**config.mk**
```make
export PLATFORM = sky130hd
export DESIGN_NAME = decode_stage_flat
export DESIGN_NICKNAME = d
export VERILOG_FILES = /design/src/rtl/decode_stage_if.sv /design/src/rtl/decode_stage.sv /design/src/flat_wrapper.sv
export SDC_FILE = /design/constraint.sdc
export NUM_CORES = 2
export LEC_CHECK = 0
export BUFFER_PORTS_ARGS = -buffer_cell sky130_fd_sc_hd__buf_2
export CAP_MARGIN = 10
export CORE_MARGIN = 5
export CORE_UTILIZATION = 49
export CTS_CLUSTER_SIZE = 28
export DETAILED_ROUTE_END_ITERATION = 7
export HOLD_SLACK_MARGIN = 0.15
export PLACE_DENSITY = 0.71
export SLEW_MARGIN = 40
export SYNTH_ARGS = -nofsm -noshare
export SYNTH_HDL_FRONTEND = slang
export SYNTH_SLANG_ARGS = --single-unit
```
**constraint.sdc**
```tcl
create_clock -name clk -period 2.2 [get_ports clk]
set_clock_uncertainty 0.05 [all_clocks]
set_input_delay 0 -clock clk [delete_from_list [all_inputs] [get_ports clk]]
set_output_delay 0 -clock clk [all_outputs]
set_load 0.03 [all_outputs]
```
**src/rtl/decode_stage_if.sv**
```systemverilog
// decode_stage_if: fetch/writeback inputs and the registered execute bundle
// of the RV32I decode stage, grouped as one bus. The stage itself connects
// through the slave modport; the fetch/execute side (or a bench) uses master.
interface decode_stage_if #(parameter int XLEN = 32);
   logic [31:0]     InstrD;
   logic [XLEN-1:0] PC_DE;
   logic            PC_R;
   logic            WE_W;
   logic [4:0]      RD_W;
   logic [XLEN-1:0] WD_W;
   logic            VALID_E;
   logic [XLEN-1:0] PC_E;
   logic [XLEN-1:0] RS1_E;
   logic [XLEN-1:0] RS2_E;
   logic [XLEN-1:0] IMM_E;
   logic [4:0]      RD_E;
   logic [3:0]      ALU_OP_E;
   logic            ALU_A_PC_E;
   logic            ALU_B_IMM_E;
   logic            REG_WE_E;
   logic            MEM_RE_E;
   logic            MEM_WE_E;
   logic            BR_E;
   logic [2:0]      FUNCT3_E;
   logic [1:0]      JMP_E;
   logic            ILLEGAL_E;

   modport master (
      output InstrD, PC_DE, PC_R, WE_W, RD_W, WD_W,
      input  VALID_E, PC_E, RS1_E, RS2_E, IMM_E, RD_E, ALU_OP_E, ALU_A_PC_E,
             ALU_B_IMM_E, REG_WE_E, MEM_RE_E, MEM_WE_E, BR_E, FUNCT3_E,
             JMP_E, ILLEGAL_E
   );

   modport slave (
      input  InstrD, PC_DE, PC_R, WE_W, RD_W, WD_W,
      output VALID_E, PC_E, RS1_E, RS2_E, IMM_E, RD_E, ALU_OP_E, ALU_A_PC_E,
             ALU_B_IMM_E, REG_WE_E, MEM_RE_E, MEM_WE_E, BR_E, FUNCT3_E,
             JMP_E, ILLEGAL_E
   );
endinterface

```
**src/rtl/decode_stage.sv**
```systemverilog
// decode_stage: RV32I decode stage. Decodes the fetched instruction, reads
// the 32x32 register file (written from writeback) and registers the execute
// bundle with one cycle of latency. A redirect from execute squashes the
// sampled instruction plus SQUASH_DEPTH-1 following ones.
// Optional build macro DECODE_WB_BYPASS_EN: a writeback in the same cycle as
// the operand read is forwarded into RS1_E/RS2_E (write-first).
module decode_stage #(
   parameter int XLEN         = 32,
   parameter int SQUASH_DEPTH = 2
) (
   input logic            clk,
   input logic            rst,
   decode_stage_if.slave  bus
);

   localparam logic [6:0] OPC_LUI    = 7'b0110111;
   localparam logic [6:0] OPC_AUIPC  = 7'b0010111;
   localparam logic [6:0] OPC_JAL    = 7'b1101111;
   localparam logic [6:0] OPC_JALR   = 7'b1100111;
   localparam logic [6:0] OPC_BRANCH = 7'b1100011;
   localparam logic [6:0] OPC_LOAD   = 7'b0000011;
   localparam logic [6:0] OPC_STORE  = 7'b0100011;
   localparam logic [6:0] OPC_OPIMM  = 7'b0010011;
   localparam logic [6:0] OPC_OP     = 7'b0110011;

   localparam logic [3:0] ALU_ADD   = 4'd0;
   localparam logic [3:0] ALU_SUB   = 4'd1;
   localparam logic [3:0] ALU_PASSB = 4'd10;

   localparam logic [1:0] SQ_RELOAD = 2'(SQUASH_DEPTH - 1);

   // funct3 to ALU op; alt selects SUB/SRA on the 000/101 encodings
   function automatic logic [3:0] alu_sel(input logic [2:0] f3, input logic alt);
      case (f3)
         3'b000:  return alt ? ALU_SUB : ALU_ADD;
         3'b001:  return 4'd2;
         3'b010:  return 4'd3;
         3'b011:  return 4'd4;
         3'b100:  return 4'd5;
         3'b101:  return alt ? 4'd7 : 4'd6;
         3'b110:  return 4'd8;
         default: return 4'd9;
      endcase
   endfunction

   logic [XLEN-1:0] regs [32];
   logic [1:0]      sq;

   logic [31:0]     instr;
   logic [6:0]      opc;
   logic [6:0]      f7;
   logic [2:0]      f3;
   logic [4:0]      rs1_a;
   logic [4:0]      rs2_a;
   logic [4:0]      rd_a;

   logic [XLEN-1:0] d_imm;
   logic [3:0]      d_op;
   logic            d_apc;
   logic            d_bimm;
   logic            d_rwe;
   logic            d_mre;
   logic            d_mwe;
   logic            d_br;
   logic [1:0]      d_jmp;
   logic            d_ill;

   logic [XLEN-1:0] rs1_v;
   logic [XLEN-1:0] rs2_v;
   logic            bubble;

   assign instr = bus.InstrD;
   assign opc   = instr[6:0];
   assign rd_a  = instr[11:7];
   assign f3    = instr[14:12];
   assign rs1_a = instr[19:15];
   assign rs2_a = instr[24:20];
   assign f7    = instr[31:25];

   // a redirect (or its trailing window) or an all-zero word yields a bubble
   assign bubble = bus.PC_R || (sq != 2'd0) || (instr == 32'h0);

   // opcode decode into immediate, ALU controls and enables
   always_comb begin
      d_imm  = '0;
      d_op   = ALU_ADD;
      d_apc  = 1'b0;
      d_bimm = 1'b0;
      d_rwe  = 1'b0;
      d_mre  = 1'b0;
      d_mwe  = 1'b0;
      d_br   = 1'b0;
      d_jmp  = 2'd0;
      d_ill  = 1'b0;
      case (opc)
         OPC_LUI: begin
            d_imm  = {instr[31:12], 12'h0};
            d_op   = ALU_PASSB;
            d_bimm = 1'b1;
            d_rwe  = 1'b1;
         end
         OPC_AUIPC: begin
            d_imm  = {instr[31:12], 12'h0};
            d_apc  = 1'b1;
            d_bimm = 1'b1;
            d_rwe  = 1'b1;
         end
         OPC_JAL: begin
            d_imm  = {{11{instr[31]}}, instr[31], instr[19:12], instr[20], instr[30:21], 1'b0};
            d_apc  = 1'b1;
            d_bimm = 1'b1;
            d_rwe  = 1'b1;
            d_jmp  = 2'd1;
         end
         OPC_JALR: begin
            d_imm  = {{20{instr[31]}}, instr[31:20]};
            d_bimm = 1'b1;
            d_rwe  = 1'b1;
            d_jmp  = 2'd2;
         end
         OPC_BRANCH: begin
            d_imm  = {{19{instr[31]}}, instr[31], instr[7], instr[30:25], instr[11:8], 1'b0};
            d_op   = ALU_SUB;
            d_br   = 1'b1;
         end
         OPC_LOAD: begin
            d_imm  = {{20{instr[31]}}, instr[31:20]};
            d_bimm = 1'b1;
            d_mre  = 1'b1;
            d_rwe  = 1'b1;
         end
         OPC_STORE: begin
            d_imm  = {{20{instr[31]}}, instr[31:25], instr[11:7]};
            d_bimm = 1'b1;
            d_mwe  = 1'b1;
         end
         OPC_OPIMM: begin
            d_imm  = {{20{instr[31]}}, instr[31:20]};
            d_op   = alu_sel(f3, (f3 == 3'b101) && instr[30]);
            d_bimm = 1'b1;
            d_rwe  = 1'b1;
         end
         OPC_OP: begin
            d_op  = alu_sel(f3, f7[5]);
            d_rwe = 1'b1;
            // only 0000000, or 0100000 on ADD/SRL encodings, are base-ISA OPs
            if (!((f7 == 7'b0000000) ||
                  ((f7 == 7'b0100000) && ((f3 == 3'b000) || (f3 == 3'b101)))))
               d_ill = 1'b1;
         end
         default: d_ill = 1'b1;
      endcase
      if (d_ill) begin
         d_rwe = 1'b0;
         d_mre = 1'b0;
         d_mwe = 1'b0;
         d_br  = 1'b0;
         d_jmp = 2'd0;
      end
      if (rd_a == 5'd0)
         d_rwe = 1'b0;
   end

   // register file read ports, x0 hardwired to zero
   always_comb begin
      rs1_v = (rs1_a == 5'd0) ? '0 : regs[rs1_a];
      rs2_v = (rs2_a == 5'd0) ? '0 : regs[rs2_a];
`ifdef DECODE_WB_BYPASS_EN
      if (bus.WE_W && (bus.RD_W != 5'd0) && (bus.RD_W == rs1_a))
         rs1_v = bus.WD_W;
      if (bus.WE_W && (bus.RD_W != 5'd0) && (bus.RD_W == rs2_a))
         rs2_v = bus.WD_W;
`endif
   end

   // register file write port; reset clears every entry
   always_ff @(posedge clk) begin
      if (rst) begin
         for (int k = 0; k < 32; k++)
            regs[k] <= '0;
      end else if (bus.WE_W && (bus.RD_W != 5'd0)) begin
         regs[bus.RD_W] <= bus.WD_W;
      end
   end

   // squash window counter; a new redirect reloads rather than extends it
   always_ff @(posedge clk) begin
      if (rst)
         sq <= 2'd0;
      else if (bus.PC_R)
         sq <= SQ_RELOAD;
      else if (sq != 2'd0)
         sq <= sq - 2'd1;
   end

   // execute bundle register; bubbles clear every field
   always_ff @(posedge clk) begin
      if (rst || bubble) begin
         bus.VALID_E     <= 1'b0;
         bus.PC_E        <= '0;
         bus.RS1_E       <= '0;
         bus.RS2_E       <= '0;
         bus.IMM_E       <= '0;
         bus.RD_E        <= '0;
         bus.ALU_OP_E    <= '0;
         bus.ALU_A_PC_E  <= 1'b0;
         bus.ALU_B_IMM_E <= 1'b0;
         bus.REG_WE_E    <= 1'b0;
         bus.MEM_RE_E    <= 1'b0;
         bus.MEM_WE_E    <= 1'b0;
         bus.BR_E        <= 1'b0;
         bus.FUNCT3_E    <= '0;
         bus.JMP_E       <= '0;
         bus.ILLEGAL_E   <= 1'b0;
      end else begin
         bus.VALID_E     <= 1'b1;
         bus.PC_E        <= bus.PC_DE;
         bus.RS1_E       <= rs1_v;
         bus.RS2_E       <= rs2_v;
         bus.IMM_E       <= d_imm;
         bus.RD_E        <= rd_a;
         bus.ALU_OP_E    <= d_op;
         bus.ALU_A_PC_E  <= d_apc;
         bus.ALU_B_IMM_E <= d_bimm;
         bus.REG_WE_E    <= d_rwe;
         bus.MEM_RE_E    <= d_mre;
         bus.MEM_WE_E    <= d_mwe;
         bus.BR_E        <= d_br;
         bus.FUNCT3_E    <= f3;
         bus.JMP_E       <= d_jmp;
         bus.ILLEGAL_E   <= d_ill;
      end
   end

endmodule

```
**src/flat_wrapper.sv**
```systemverilog
// flat-port wrapper written by rule: the top's interface ports become plain ports
module decode_stage_flat 
#(
   parameter int XLEN         = 32,
   parameter int SQUASH_DEPTH = 2
)
  (clk, rst, bus_InstrD, bus_PC_DE, bus_PC_R, bus_WE_W, bus_RD_W, bus_WD_W, bus_VALID_E, bus_PC_E, bus_RS1_E, bus_RS2_E, bus_IMM_E, bus_RD_E, bus_ALU_OP_E, bus_ALU_A_PC_E, bus_ALU_B_IMM_E, bus_REG_WE_E, bus_MEM_RE_E, bus_MEM_WE_E, bus_BR_E, bus_FUNCT3_E, bus_JMP_E, bus_ILLEGAL_E);
  decode_stage_if #(.XLEN(XLEN)) bus_i ();
  input logic clk;
  input logic rst;
  input wire logic [$bits(bus_i.InstrD)-1:0] bus_InstrD;
  input wire logic [$bits(bus_i.PC_DE)-1:0] bus_PC_DE;
  input wire logic [$bits(bus_i.PC_R)-1:0] bus_PC_R;
  input wire logic [$bits(bus_i.WE_W)-1:0] bus_WE_W;
  input wire logic [$bits(bus_i.RD_W)-1:0] bus_RD_W;
  input wire logic [$bits(bus_i.WD_W)-1:0] bus_WD_W;
  output wire logic [$bits(bus_i.VALID_E)-1:0] bus_VALID_E;
  output wire logic [$bits(bus_i.PC_E)-1:0] bus_PC_E;
  output wire logic [$bits(bus_i.RS1_E)-1:0] bus_RS1_E;
  output wire logic [$bits(bus_i.RS2_E)-1:0] bus_RS2_E;
  output wire logic [$bits(bus_i.IMM_E)-1:0] bus_IMM_E;
  output wire logic [$bits(bus_i.RD_E)-1:0] bus_RD_E;
  output wire logic [$bits(bus_i.ALU_OP_E)-1:0] bus_ALU_OP_E;
  output wire logic [$bits(bus_i.ALU_A_PC_E)-1:0] bus_ALU_A_PC_E;
  output wire logic [$bits(bus_i.ALU_B_IMM_E)-1:0] bus_ALU_B_IMM_E;
  output wire logic [$bits(bus_i.REG_WE_E)-1:0] bus_REG_WE_E;
  output wire logic [$bits(bus_i.MEM_RE_E)-1:0] bus_MEM_RE_E;
  output wire logic [$bits(bus_i.MEM_WE_E)-1:0] bus_MEM_WE_E;
  output wire logic [$bits(bus_i.BR_E)-1:0] bus_BR_E;
  output wire logic [$bits(bus_i.FUNCT3_E)-1:0] bus_FUNCT3_E;
  output wire logic [$bits(bus_i.JMP_E)-1:0] bus_JMP_E;
  output wire logic [$bits(bus_i.ILLEGAL_E)-1:0] bus_ILLEGAL_E;
  assign bus_i.InstrD = bus_InstrD;
  assign bus_i.PC_DE = bus_PC_DE;
  assign bus_i.PC_R = bus_PC_R;
  assign bus_i.WE_W = bus_WE_W;
  assign bus_i.RD_W = bus_RD_W;
  assign bus_i.WD_W = bus_WD_W;
  assign bus_VALID_E = bus_i.VALID_E;
  assign bus_PC_E = bus_i.PC_E;
  assign bus_RS1_E = bus_i.RS1_E;
  assign bus_RS2_E = bus_i.RS2_E;
  assign bus_IMM_E = bus_i.IMM_E;
  assign bus_RD_E = bus_i.RD_E;
  assign bus_ALU_OP_E = bus_i.ALU_OP_E;
  assign bus_ALU_A_PC_E = bus_i.ALU_A_PC_E;
  assign bus_ALU_B_IMM_E = bus_i.ALU_B_IMM_E;
  assign bus_REG_WE_E = bus_i.REG_WE_E;
  assign bus_MEM_RE_E = bus_i.MEM_RE_E;
  assign bus_MEM_WE_E = bus_i.MEM_WE_E;
  assign bus_BR_E = bus_i.BR_E;
  assign bus_FUNCT3_E = bus_i.FUNCT3_E;
  assign bus_JMP_E = bus_i.JMP_E;
  assign bus_ILLEGAL_E = bus_i.ILLEGAL_E;
  decode_stage #(.XLEN(XLEN), .SQUASH_DEPTH(SQUASH_DEPTH)) u_core (.clk(clk), .rst(rst), .bus(bus_i));
endmodule
```
# Word-level counts from Yosys, hierarchy flattened
# Memories as Yosys holds them, arrays and structs flattened. A register that Yosys moved wholly into a read port is not among the register bits.
# Cells that the tools add are included.
# word_totals
reg_bits,88
ram_bits,1024
inputBits,105
out_inout_bits,150
word_cells,91
mem_count,1
# memory_table
memory,depth,width,rd,rd_clocked_by_memory_dff,wr,line,text
u_core.regs,32,32,2,2,32,decode_stage.sv:46,logic [XLEN-1:0] regs [32];
# op_classes
add_sub_neg,1
n_eq_ne,16
n_mux,28
reduce_logical,29
# op_table
op,count
$pmux 32 s5,1
$pmux 4 s7,2
$logic_not 32->1,1
$mux 32,1
$reduce_or 32->1,1
$eq 7x6->1 const B,4
$eq 7x7->1 const B,3
$mux 1,20
$pmux 4 s4,1
$logic_not 5->1,3
$eq 7x5->1 const B,2
$reduce_or 7->1,2
$reduce_or 2->1,6
$eq 3x3->1 const B,3
$reduce_or 8->1,1
$eq 7x2->1 const B,1
$logic_not 7->1,1
$eq 3x2->1 const B,2
$reduce_or 3->1,2
$logic_or 1x1->1,5
$mux 5,1
$reduce_bool 5->1,1
$pmux 2 s2,1
$reduce_bool 2->1,2
other kinds (5),7

# Logic depth before layout (Yosys ltp)
# depth
word_depth,7
depth_mapped,10
depth_no_buf,7

# Least setup slack after synthesis
# Ideal clock, no wire load.
# synth_path
kind,input -> register
start,input port rst
end,memory u_core.regs[24][0] (enable)
setup_ps,375
arrival_ps,1501
required_ps,1775
setup_slack_ps,274
path_stages,6
n_path_buf,2
path_cell_list,clkbuf_1 -> nand2b_1 -> or3_1 -> clkbuf_1 -> nor2_1 -> or2_2
# synth_rtl
item,line,text
"start, declared",flat_wrapper.sv:10,input logic rst;
"end, declared",decode_stage.sv:46,

# Final worst setup path
# layout_path
start,input port bus_InstrD[20]
end,"register u_core.bus.RS2_E[16], read port of u_core.regs"
# layout_via
elab_chain_cells,4
word_cells_on_any_way,5
classes_between,reduce/logical: 5
# layout_rtl
item,line,text
"start, declared",flat_wrapper.sv:11,input wire logic [$bits(bus_i.InstrD)-1:0] bus_InstrD;
$logic_not 32->1,decode_stage.sv:81,assign bubble = bus.PC_R || (sq != 2'd0) || (instr == 32'h0);
$logic_or 1x1->1,decode_stage.sv:81,
$logic_or 1x1->1,decode_stage.sv:198,if (rst || bubble) begin
$reduce_or 2->1 (no source line),--,
"end, declared",decode_stage_if.sv:37,"output VALID_E, PC_E, RS1_E, RS2_E, IMM_E, RD_E, ALU_OP_E, ALU_A_PC_E,"
# Parallel ways exist; a longest one is shown, timed or not.
# A chain may end at the register's enable or synchronous reset.

==> run_results.csv <==
group,metric,value,unit
status,status,"completed",
power,combinationalPowerShare,11.8,%
cells_and_area,area_growth,18.5,%
timing,rsz0062_at_grt,"false",
clock_network,post_cts_buffers,0,
clock_network,cts.sinks,1176,
worst_setup_path,crit_required,2770,ps
floorplan,die_y,355,um
synthesis,synth_simple_gate_area_share,13.8,%
clock_network,cts_buffers,120,
timing,period_minus_slack,2150,ps
floorplan,floorplan.initialDensity,49.3,%
worst_setup_path,critPathSlowestCell,"dlygate4sd3_1",
worst_setup_path,crit_buf_inv,3,
synthesis,synth_area_leaders,"edfxtp_1, mux4_2, and2_1",
power,finalPower,53.3,mW
detailed_routing,route.detailed.drc,0,
worst_setup_path,path_class,"in -> reg",
power,p_clk_share,39.2,%
clock_network,root_buffer,"clkbuf_16",
timing,relSlewSlack,39.4,%
placed_design,place_ws,-145,ps
power,switching_share,24.9,%
synthesis,synthAdderAreaFrac,0.0215,%
synthesis,synth_top_area_share,52.8,%
timing,report.final.slew_viol_count,0,
synthesis,yosys_warnings,0,
floorplan,die_w,355,um
placed_design,hpwl,127000,um
clock_network,path_clk_slew,60,ps
floorplan,die-area,0.126,mm2
clock_network,h-tree-depth,3,
floorplan,row_count,126,
cells_and_area,stdcell_count,6041,
grt,grt_max_degree,58,
timing,timing.fmax,0.466,GHz
grt,grt_pass1_vias,40476,
synthesis,synth_top_family_by_area,"multiplexers",
flow_run,maxCapViolations,0,
synthesis,postSynthCellCount,3938,
cells_and_area,final_common_cell,"and2_1",
power,seq_power_share,48.9,%
synthesis,avgSynthCellArea,14.8,um2
placed_design,dp.cells,5643,
power,intPower,40.1,mW
cells_and_area,n_fill_cell,8693,
worst_setup_path,crit_family,"buffers and inverters",
worst_setup_path,path_cells,"buf_8 -> dlygate4sd3_1 -> buf_12 -> mux4_2 -> mux2i_1 -> a22oi_1 -> o21ai_0 -> nor3_2",
detailed_routing,first_pass_iters,6,
clock_network,cts_tree,"yes",
cells_and_area,nets,4494,
clock_network,clockBufferDepth,3,
synthesis,ys_types,56,
floorplan,coreArea,0.118,mm2
synthesis,synthesis.area,0.0583,mm2
placed_design,port-buffer-count,254,
power,p_sw,13.3,mW
detailed_routing,dr.first_iter.drc_count,6481,
worst_setup_path,cp_max_fo,22,
detailed_routing,wl_per_cell,34.3,um
power,power_density,772,mW/mm2
worst_setup_path,crit_arrival,2710,ps
power,peakVddDrop,0.760,mV
synthesis,synth_compound_area_share,4.37,%
synthesis,yosysSeqAreaShare,58.0,%
synthesis,synthMuxAreaShare,20.7,%
placed_design,gp_congestion,0.935,
cells_and_area,layout-drive-gt1-share,28.6,%
synthesis,synth_enable_flop_cells,1024,
synthesis,ys_seq_elements,1176,
timing,min_period_over_period,97.6,%
timing,worst_pin_slew,908,ps
synthesis,synthXorXnorAreaFrac,0.0301,%
synthesis,ys_async_sr_fraction,0,%
grt,antenna_found_initial,22,
floorplan,io_pins,255,
grt,grt_use_total,32.4,%
timing,setup_viol,0,
detailed_routing,via_per_inst,6.67,
clock_network,clk_latency,740,ps
synthesis,ys.flop_type,"edfxtp_1",
worst_setup_path,crit_path_end_kind,"flip-flop",
timing,finalHoldViolCount,0,
grt,grt_pass1_wl,293000,um
detailed_routing,ant_nets,0,
cells_and_area,post-route-util,58.5,%
hold_path,min_path_type,"in -> reg",
cells_and_area,most-common-layout-cells,"and2_1, edfxtp_1, mux4_2, buf_2, buf_4",
power,p_leak,25.1,nW
worst_setup_path,cp-start-kind,"input port",
worst_setup_path,max_stage_delay,800,ps
detailed_routing,vias,40306,
timing,fin_ws,53.3,ps
detailed_routing,wl,207000,um
grt,overflow,0,
synthesis,yosys.area.top_type,"edfxtp_1",
-- layer usage --
metal / global-route usage, % / vias to the layer above / wire (um) / part of all wire [%]
met3: 9.70 / 740 / 28500 / 14
met4: 17.8 / 12 / 13800 / 6.7
met1: 41.9 / 20267 / 71700 / 35
met5: 0 / - / 72 / 0.035
met2: 49.5 / 3403 / 92900 / 45
li1: - / 15884 / - / -
-- what timing repair did --
| item | 4_1_cts | 5_1_grt |
|---|---|---|
| gates resized for setup | 2 | 9 |
| hold buffers | 161 | 0 |
| hold endpoints to repair | 1194 | 0 |
| endpoints found under the setup margin | 2 | 76 |
-- worst register-to-register path: stages, from the launching register on --
cell and delay (ps):
dfxtp_1 330, inv_1 60, ha_1 220, nor3b_2 230, buf_4 170, a21bo_2 270, buf_4 280, nor3_2 330
-- power by group through the flow --
stage | clock network, mW | registers, mW | logic, mW
after floorplan | 0 | 26.4 | 3.40
after global placement | 0 | 26.4 | 5.86
after detailed placement | 0 | 26.5 | 5.91
after CTS | 21.0 | 26.0 | 6.17
after global routing | 22.0 | 26.2 | 6.50
final | 20.9 | 26.1 | 6.31
-- sequential cells by signal (all words and copies together) (netlist names) --
register                flops
u_core.bus.ALU_A_PC_E       1
u_core.bus.ALU_B_IMM_E      1
u_core.bus.ALU_OP_E         4
u_core.bus.BR_E             1
u_core.bus.FUNCT3_E         3
u_core.bus.ILLEGAL_E        1
u_core.bus.IMM_E           32
u_core.bus.JMP_E            2
u_core.bus.MEM_RE_E         1
u_core.bus.MEM_WE_E         1
u_core.bus.PC_E            32
u_core.bus.RD_E             5
u_core.bus.REG_WE_E         1
u_core.bus.RS1_E           32
u_core.bus.RS2_E           32
u_core.bus.VALID_E          1
u_core.regs              1024
u_core.sq                   2
-- stage by stage --
step                instance area, um2  hold slack, ps  TNS, ps
floorplan                        58400            26.8        0
global placement                 63300             150     -471
detailed placement               63300             152     -518
CTS                              69000             152        0
global route                     69000             183        0
finish                           69000             140        0
-- layout make-up --
type	instances	area [um2]	share of cell area (%)
Multi-Input combinational cell	2383	23100	33.5
Tap cell	1536	1920	2.78
Clock inverter	61	553	0.801
Timing Repair Buffer	700	6100	8.84
Sequential cell	1176	33800	49.0
Inverter	7	26.3	0.0381
Clock buffer	165	3460	5.01
Antenna cell	13	32.5	0.0471
-- final timing paths --
path,from,end,slack [ps],cells past startpoint
max,bus_InstrD[20],u_core.bus.RS2_E[16]$_SDFF_PP0_,50,8
min,bus_InstrD[13],u_core.bus.ILLEGAL_E$_SDFF_PN0_,140,7
max reg2reg,u_core.sq[0]$_SDFFE_PP0P_,u_core.bus.RS2_E[16]$_SDFF_PP0_,150,7
min reg2reg,u_core.sq[0]$_SDFFE_PP0P_,u_core.sq[0]$_SDFFE_PP0P_,570,3
-- kinds of logic (layout without fill, tap and decap cells) --
kind of cell    Yosys count  after routing
flops                  1176           1176
simple gates           1355           1355
mux                     628            628
other cells               1             45
buf+inv                 410            933
xor+xnor                  2              2
fa+ha+maj                 1              1
compound gates          365            365
-- Yosys cell counts (25+ instances only) --
library cell / count
and2_1: 1038
edfxtp_1: 1024
mux4_2: 462
clkbuf_1: 289
mux2i_1: 158
dfxtp_1: 152
nand2_1: 95
a22oi_1: 79
nor2_1: 72
a21oi_1: 67
buf_2: 66
o22ai_1: 52
a211oi_1: 37
nor3_1: 33
o221ai_1: 32
or2_2: 32
and3_1: 31
buf_4: 28
o21ai_0: 27
a211o_1: 25
Power figures use the tool's default switching activity.
